==> config.mk <==
export PLATFORM = sky130hd
export DESIGN_NAME = branch_resolve_unit_flat
export DESIGN_NICKNAME = d
export VERILOG_FILES = /design/src/rtl/branch_pkg.sv /design/src/rtl/branch_resolve_unit_if.sv /design/src/rtl/branch_pht.sv /design/src/rtl/branch_resolve_unit.sv /design/src/flat_wrapper.sv
export SDC_FILE = /design/constraint.sdc
export NUM_CORES = 1
export LEC_CHECK = 0
export BUFFER_PORTS_ARGS = -buffer_cell sky130_fd_sc_hd__buf_2
export CORE_MARGIN = 1.5
export CORE_UTILIZATION = 51
export CTS_CLUSTER_SIZE = 25
export DETAILED_ROUTE_END_ITERATION = 7
export GPL_TIMING_DRIVEN = 0
export PLACE_DENSITY = 0.72
export SETUP_SLACK_MARGIN = 0.4
export SLEW_MARGIN = 20
export SYNTH_ARGS = -nofsm -noshare
export SYNTH_HDL_FRONTEND = slang
export SYNTH_HIERARCHICAL = 1
export SYNTH_SLANG_ARGS = --single-unit
==> constraint.sdc <==
create_clock -name clk -period 3.5 [get_ports clk]
set_input_delay 0.175 -clock clk [delete_from_list [all_inputs] [get_ports clk]]
set_output_delay 0.175 -clock clk [all_outputs]
set_load 0.005 [all_outputs]
==> src/rtl/branch_pkg.sv <==
// Shared constants for branch resolution: condition codes, 2-bit PHT counter
// encodings and the saturating counter step used by the pattern-history table.
package branch_pkg;

  localparam logic [2:0] BR_EQ  = 3'b000;
  localparam logic [2:0] BR_GEZ = 3'b001;
  localparam logic [2:0] BR_GTZ = 3'b010;
  localparam logic [2:0] BR_LEZ = 3'b011;
  localparam logic [2:0] BR_LTZ = 3'b100;
  localparam logic [2:0] BR_NE  = 3'b101;
  localparam logic [2:0] BR_GT  = 3'b110;
  localparam logic [2:0] BR_LT  = 3'b111;

  localparam logic [1:0] SNT = 2'b00;
  localparam logic [1:0] WNT = 2'b01;
  localparam logic [1:0] WT  = 2'b10;
  localparam logic [1:0] ST  = 2'b11;

  localparam logic [1:0] PHT_RST = WNT;

  function automatic logic [1:0] ctr_next(input logic [1:0] ctr, input logic taken);
    logic [1:0] nxt;
    nxt = ctr;
    if (taken && ctr != ST)
      nxt = ctr + 2'd1;
    else if (!taken && ctr != SNT)
      nxt = ctr - 2'd1;
    return nxt;
  endfunction

endpackage

==> src/rtl/branch_resolve_unit_if.sv <==
// Request/result/fetch-lookup bundle between the pipeline and branch_resolve_unit.
// master = pipeline side, slave = the resolve unit.
interface branch_resolve_unit_if #(
  parameter int WIDTH = 32
) ();

  logic             in_valid;
  logic             in_ready;
  logic [WIDTH-1:0] in_a;
  logic [WIDTH-1:0] in_b;
  logic [2:0]       control;
  logic [31:0]      branch_pc;
  logic             pred_taken;
  logic             out_valid;
  logic             out_ready;
  logic             taken;
  logic             mispredict;
  logic             flush;
  logic [31:0]      fetch_pc;
  logic             fetch_pred_taken;

  modport master (
    output in_valid, in_a, in_b, control, branch_pc, pred_taken, out_ready, fetch_pc,
    input  in_ready, out_valid, taken, mispredict, flush, fetch_pred_taken
  );

  modport slave (
    input  in_valid, in_a, in_b, control, branch_pc, pred_taken, out_ready, fetch_pc,
    output in_ready, out_valid, taken, mispredict, flush, fetch_pred_taken
  );

endinterface

==> src/rtl/branch_pht.sv <==
// Pattern-history table of 2-bit saturating counters with one update port and
// one read port; a read of the index being updated sees the post-update value.
module branch_pht
  import branch_pkg::*;
#(
  parameter int PHT_DEPTH = 64,
  localparam int IDX_W = $clog2(PHT_DEPTH)
) (
  input  logic             clk,
  input  logic             rst_n,
  input  logic             upd_en,
  input  logic [IDX_W-1:0] upd_idx,
  input  logic             upd_taken,
  input  logic [IDX_W-1:0] rd_idx,
  output logic             rd_taken
);

  logic [1:0] ctr [PHT_DEPTH];
  logic [1:0] rd_ctr;

  always_ff @(posedge clk or negedge rst_n) begin
    if (!rst_n) begin
      for (int i = 0; i < PHT_DEPTH; i++)
        ctr[i] <= PHT_RST;
    end else if (upd_en) begin
      ctr[upd_idx] <= ctr_next(ctr[upd_idx], upd_taken);
    end
  end

  // Write-through bypass so fetch never predicts from a stale counter.
  always_comb begin
    rd_ctr = ctr[rd_idx];
    if (upd_en && upd_idx == rd_idx)
      rd_ctr = ctr_next(ctr[upd_idx], upd_taken);
  end

  assign rd_taken = rd_ctr[1];

endmodule

==> src/rtl/branch_resolve_unit.sv <==
// Registered branch-resolution stage: condition compare, mispredict/flush, PHT.
// Optional BRANCH_RESOLVE_STATS_EN adds saturating branch/mispredict counters.
module branch_resolve_unit
  import branch_pkg::*;
#(
  parameter int WIDTH     = 32,
  parameter int PHT_DEPTH = 64,
  localparam int IDX_W    = $clog2(PHT_DEPTH)
) (
  input  logic clk,
  input  logic rst_n,
`ifdef BRANCH_RESOLVE_STATS_EN
  output logic [31:0] branch_count,
  output logic [31:0] mispredict_count,
`endif
  branch_resolve_unit_if.slave bus
);

  logic             valid_q;
  logic             taken_q;
  logic             mis_q;
  logic [IDX_W-1:0] idx_q;
  logic             accept;
  logic             xfer;
  logic             cond;
  logic signed [WIDTH-1:0] sa;
  logic signed [WIDTH-1:0] sb;
  logic             a_zero;
  logic             a_neg;
  logic             unused_pc_bits;

  assign sa     = $signed(bus.in_a);
  assign sb     = $signed(bus.in_b);
  assign a_zero = (bus.in_a == '0);
  assign a_neg  = bus.in_a[WIDTH-1];

  always_comb begin
    cond = 1'b0;
    case (bus.control)
      BR_EQ:   cond = (bus.in_a == bus.in_b);
      BR_GEZ:  cond = !a_neg;
      BR_GTZ:  cond = !a_neg && !a_zero;
      BR_LEZ:  cond = a_neg || a_zero;
      BR_LTZ:  cond = a_neg;
      BR_NE:   cond = (bus.in_a != bus.in_b);
      BR_GT:   cond = (sa > sb);
      BR_LT:   cond = (sa < sb);
      default: cond = 1'b0;
    endcase
  end

  assign bus.in_ready = !valid_q || bus.out_ready;
  assign accept       = bus.in_valid && bus.in_ready;
  assign xfer         = valid_q && bus.out_ready;

  always_ff @(posedge clk or negedge rst_n) begin
    if (!rst_n) begin
      valid_q <= 1'b0;
      taken_q <= 1'b0;
      mis_q   <= 1'b0;
      idx_q   <= '0;
    end else if (accept) begin
      valid_q <= 1'b1;
      taken_q <= cond;
      mis_q   <= (cond != bus.pred_taken);
      idx_q   <= bus.branch_pc[IDX_W+1:2];
    end else if (xfer) begin
      valid_q <= 1'b0;
    end
  end

  assign bus.out_valid  = valid_q;
  assign bus.taken      = taken_q;
  assign bus.mispredict = mis_q;
  assign bus.flush      = xfer && mis_q;

  branch_pht #(.PHT_DEPTH(PHT_DEPTH)) u_pht (
    .clk       (clk),
    .rst_n     (rst_n),
    .upd_en    (xfer),
    .upd_idx   (idx_q),
    .upd_taken (taken_q),
    .rd_idx    (bus.fetch_pc[IDX_W+1:2]),
    .rd_taken  (bus.fetch_pred_taken)
  );

  // PC bits outside the word-aligned index do not participate.
  assign unused_pc_bits = ^{bus.branch_pc[31:IDX_W+2], bus.branch_pc[1:0],
                            bus.fetch_pc[31:IDX_W+2], bus.fetch_pc[1:0]};

`ifdef BRANCH_RESOLVE_STATS_EN
  always_ff @(posedge clk or negedge rst_n) begin
    if (!rst_n) begin
      branch_count     <= '0;
      mispredict_count <= '0;
    end else if (xfer) begin
      if (branch_count != 32'hFFFF_FFFF)
        branch_count <= branch_count + 32'd1;
      if (mis_q && mispredict_count != 32'hFFFF_FFFF)
        mispredict_count <= mispredict_count + 32'd1;
    end
  end
`endif

endmodule
==> src/flat_wrapper.sv <==
// flat-port wrapper written by rule: the top's interface ports become plain ports
module branch_resolve_unit_flat import branch_pkg::*;
#(
  parameter int WIDTH     = 32,
  parameter int PHT_DEPTH = 64,
  localparam int IDX_W    = $clog2(PHT_DEPTH)
)
  (clk, rst_n, bus_in_valid, bus_in_a, bus_in_b, bus_control, bus_branch_pc, bus_pred_taken, bus_out_ready, bus_fetch_pc, bus_in_ready, bus_out_valid, bus_taken, bus_mispredict, bus_flush, bus_fetch_pred_taken);
  branch_resolve_unit_if #(.WIDTH(WIDTH)) bus_i ();
  input  logic clk;
  input  logic rst_n;
  input wire logic [$bits(bus_i.in_valid)-1:0] bus_in_valid;
  input wire logic [$bits(bus_i.in_a)-1:0] bus_in_a;
  input wire logic [$bits(bus_i.in_b)-1:0] bus_in_b;
  input wire logic [$bits(bus_i.control)-1:0] bus_control;
  input wire logic [$bits(bus_i.branch_pc)-1:0] bus_branch_pc;
  input wire logic [$bits(bus_i.pred_taken)-1:0] bus_pred_taken;
  input wire logic [$bits(bus_i.out_ready)-1:0] bus_out_ready;
  input wire logic [$bits(bus_i.fetch_pc)-1:0] bus_fetch_pc;
  output wire logic [$bits(bus_i.in_ready)-1:0] bus_in_ready;
  output wire logic [$bits(bus_i.out_valid)-1:0] bus_out_valid;
  output wire logic [$bits(bus_i.taken)-1:0] bus_taken;
  output wire logic [$bits(bus_i.mispredict)-1:0] bus_mispredict;
  output wire logic [$bits(bus_i.flush)-1:0] bus_flush;
  output wire logic [$bits(bus_i.fetch_pred_taken)-1:0] bus_fetch_pred_taken;
  assign bus_i.in_valid = bus_in_valid;
  assign bus_i.in_a = bus_in_a;
  assign bus_i.in_b = bus_in_b;
  assign bus_i.control = bus_control;
  assign bus_i.branch_pc = bus_branch_pc;
  assign bus_i.pred_taken = bus_pred_taken;
  assign bus_i.out_ready = bus_out_ready;
  assign bus_i.fetch_pc = bus_fetch_pc;
  assign bus_in_ready = bus_i.in_ready;
  assign bus_out_valid = bus_i.out_valid;
  assign bus_taken = bus_i.taken;
  assign bus_mispredict = bus_i.mispredict;
  assign bus_flush = bus_i.flush;
  assign bus_fetch_pred_taken = bus_i.fetch_pred_taken;
  branch_resolve_unit #(.WIDTH(WIDTH), .PHT_DEPTH(PHT_DEPTH)) u_core (.clk(clk), .rst_n(rst_n), .bus(bus_i));
endmodule
==> results.toml <==
[clocking]
cts.sinks = 137
cts_tree = "built"
clock_latency_ps = 430
clock_path_buffers = 2
htree_levels = 4
path_clk_slew_ps = 60
cts_made_buffers = 17
root_buffer = "clkbuf_16"

[worst_setup_path]
crit_arrival_ps = 3770
cp_max_fo = 8
crit_path_start = "u_core/idx_q[0]$_DFFE_PN0P_"
worstSetupEndpointType = "output pin"
r2r_start = "u_core/idx_q[0]$_DFFE_PN0P_"
required_ps = 3320
start_kind = "register"
crit_type = "reg -> out"

[detailed_routing]
post_drt_via_cell_ratio = 6.29
dr_total_vias = 6920
drcViolationCount = 0
routedWlPerCell_um = 22.0
wl_um = 24200
ant_nets = 0
drt_iter0_markers = 738
first_pass_iters = 6

[synthesis]
yosysTopAreaCellShare = 0.213
synth_seq_cells = 137
synth-edff-count = 0
synth_flop_cell = "dfrtp_1"
synth.distinct_cells = 73
yosys_warnings = 6
ys_top_cells_by_area = "dfrtp_1 (21%), dfstp_2 (20%), mux2_2 (19%)"
yosysTopAreaCell = "dfrtp_1"
syn-num-nets = 904
synthCells = 734
seq_area_frac_synth = 0.409
ys_async_sr_fraction = 1.00
syn-cell-area_mm2 = 0.00858
syn_avg_cell_area_um2 = 11.7
synth_most_common_cell = "mux2_2"
synth.top_cells.by_count = "mux2_2 (144), dfrtp_1 (73), dfstp_2 (64)"

[pwr]
p_total_w = 0.00749
pwr-share-clk = 0.234
powerDensity_mw_per_mm2 = 720
seqPwrFrac = 0.380
p_sw_w = 0.00255
power_frac_comb = 0.386
leakage_nw = 4.58
intPower_w = 0.00494
swShare = 0.340
ir_worst_vdd_mv = 0.470

[timing]
fin_skew_ps = 8.04
setup_ws_ps = -448
holdWs_ps = 77.0
finalHoldViolations = 0
report.final.slew_viol_count = 0
rsz0062_at_grt = "yes"
tightestPinTransition_ps = 875
setup_viol = 60
fin_crit_ps = 3950
tns_ps = -1900
fin_crit_sh = 1.13
fmax_mhz = 253
slew_headroom = 0.417

[final_layout]
nets = 1038
antennaDiodeCount = 0
drive_gt1_frac = 0.518
fill_cells = 1262
area_delta_synth_final_pct = 21.2

[floorplan]
io_pins = 142
placementRows = 47
die_area_mm2 = 0.0176
die_h_um = 133
start_util = 0.519
core-area_mm2 = 0.0165
die_w_um = 133

[global_routing]
grt_pass1_wl_um = 37900
grt-ovfl-total = 0
grt_pass1_vias = 6800
grt_max_degree = 75
antenna_found_initial = 0
grt_usage = 0.282

[status]
violations = "setup timing"
outcome = "finished with violations"

[flow_run]
drv_cap = 0

[placement]
place_congestion = 0.939
numPortBuffers = 86
place_hpwl_um = 16700

[worst_hold_path]
hold_path.class = "in -> reg"
worstHoldStart = "bus_out_ready"
critical path, stage by stage, from the launching register on:
cell,delay [ps]
dfrtp_1,370
buf_6,150
buf_12,140
mux4_2,510
nand2_1,110
a21oi_2,70
a2111o_1,430
nor3_2,240
ha_2,250
nand2b_4,80
a2111oi_4,360
nor3_2,90
buf_4,160
mux2_4,270
buf_6,120
sequential cells by signal (all words and copies together) (netlist names):
signal	count
u_core/idx_q	6
u_core/u_pht/ctr	128
u_core/bus.out_valid	1
u_core/bus.taken	1
u_core/bus.mispredict	1
cell type report:
class                   count  area (µm²)  area share
plain buffers              44         385      0.0371
inverters                  43         166      0.0160
clock inverters            11         114      0.0109
repair buffers            115         712      0.0685
clock buffers              21         460      0.0443
multi-input cells         510        4780       0.459
flip-flops and latches    137        3510       0.338
well taps                 220         275      0.0265
final timing paths:
kind / to / slack [ps] / depth (start not counted)
max: bus_fetch_pred_taken / -450 / 14
min: u_core/bus.out_valid$_DFFE_PN0P_ / 80 / 3
max reg2reg: u_core/u_pht/ctr[117]$_DFFE_PN0P_ / -120 / 15
min reg2reg: u_core/idx_q[3]$_DFFE_PN0P_ / 530 / 1
max in group asynchronous: u_core/u_pht/ctr[30]$_DFFE_PN1P_ / 2460 / 3
min in group asynchronous: u_core/u_pht/ctr[95]$_DFFE_PN0P_ / 280 / 2
routing by layer:
| layer | up-vias | wire [µm] | global-route usage |
|---|---|---|---|
| met4 | 0 | 1140 | 0.131 |
| li1 | 3010 | - | - |
| met2 | 418 | 10900 | 0.437 |
| met3 | 93 | 2290 | 0.0648 |
| met5 | - | 0 | 0 |
| met1 | 3399 | 9860 | 0.377 |
timing repair:
| item | CTS | global route |
|---|---|---|
| hold buffers | 8 | 0 |
| gates resized for setup | 50 | 22 |
| endpoints found under the hold margin | 39 | 0 |
| setup buffers | 13 | 4 |
| cloned | 0 | 1 |
| endpoints found under the setup margin | 129 | 129 |
| pin swaps | 6 | 10 |
cells by family (layout without fill, tap and decap cells):
kind of cell / count (synthesis) / in the layout / share of synthesized area
and+or+nand+nor: 192 / 192 / 0.119
DFF: 137 / 137 / 0.409
buffers and inverters: 87 / 234 / 0.0493
AOI/OAI and AO/OA: 92 / 92 / 0.0792
muxes: 185 / 185 / 0.286
adders and majority gates: 34 / 34 / 0.0496
xor gates and xnor gates: 7 / 7 / 0.00802
power groups by stage:
stage / clock (W) / combinational [W] / sequential, W
final: 0.00176 / 0.00289 / 0.00285
after floorplan: 0 / 0.00177 / 0.00265
after global routing: 0.00185 / 0.00304 / 0.00292
after detailed placement: 0 / 0.00240 / 0.00283
after global placement: 0 / 0.00235 / 0.00281
after CTS: 0.00178 / 0.00268 / 0.00282
placed cells by master, fill, tap and decap left out, drive strengths merged, types with 10 or more instances in the layout:
| master | n |
|---|---|
| a22oi | 13 |
| a21oi | 19 |
| mux4 | 33 |
| ha | 34 |
| dfstp | 64 |
| nor4 | 10 |
| clkbuf | 36 |
| nand4 | 12 |
| nand2 | 57 |
| buf | 136 |
| inv | 46 |
| mux2 | 146 |
| nand3 | 13 |
| dfrtp | 73 |
| o21ai | 11 |
| nor2 | 42 |
stage by stage:
stage	instances	cell area, µm²	worst slack (ps)	util
after floorplan	734	8600	429	-
after global placement	1040	9310	-505	0.563
after detailed placement	1043	9370	-484	0.567
after CTS	1096	10300	-347	0.622
after global routing	1101	10400	-516	0.629
final	1101	10400	-448	0.629
Power figures use the tool's default switching activity.
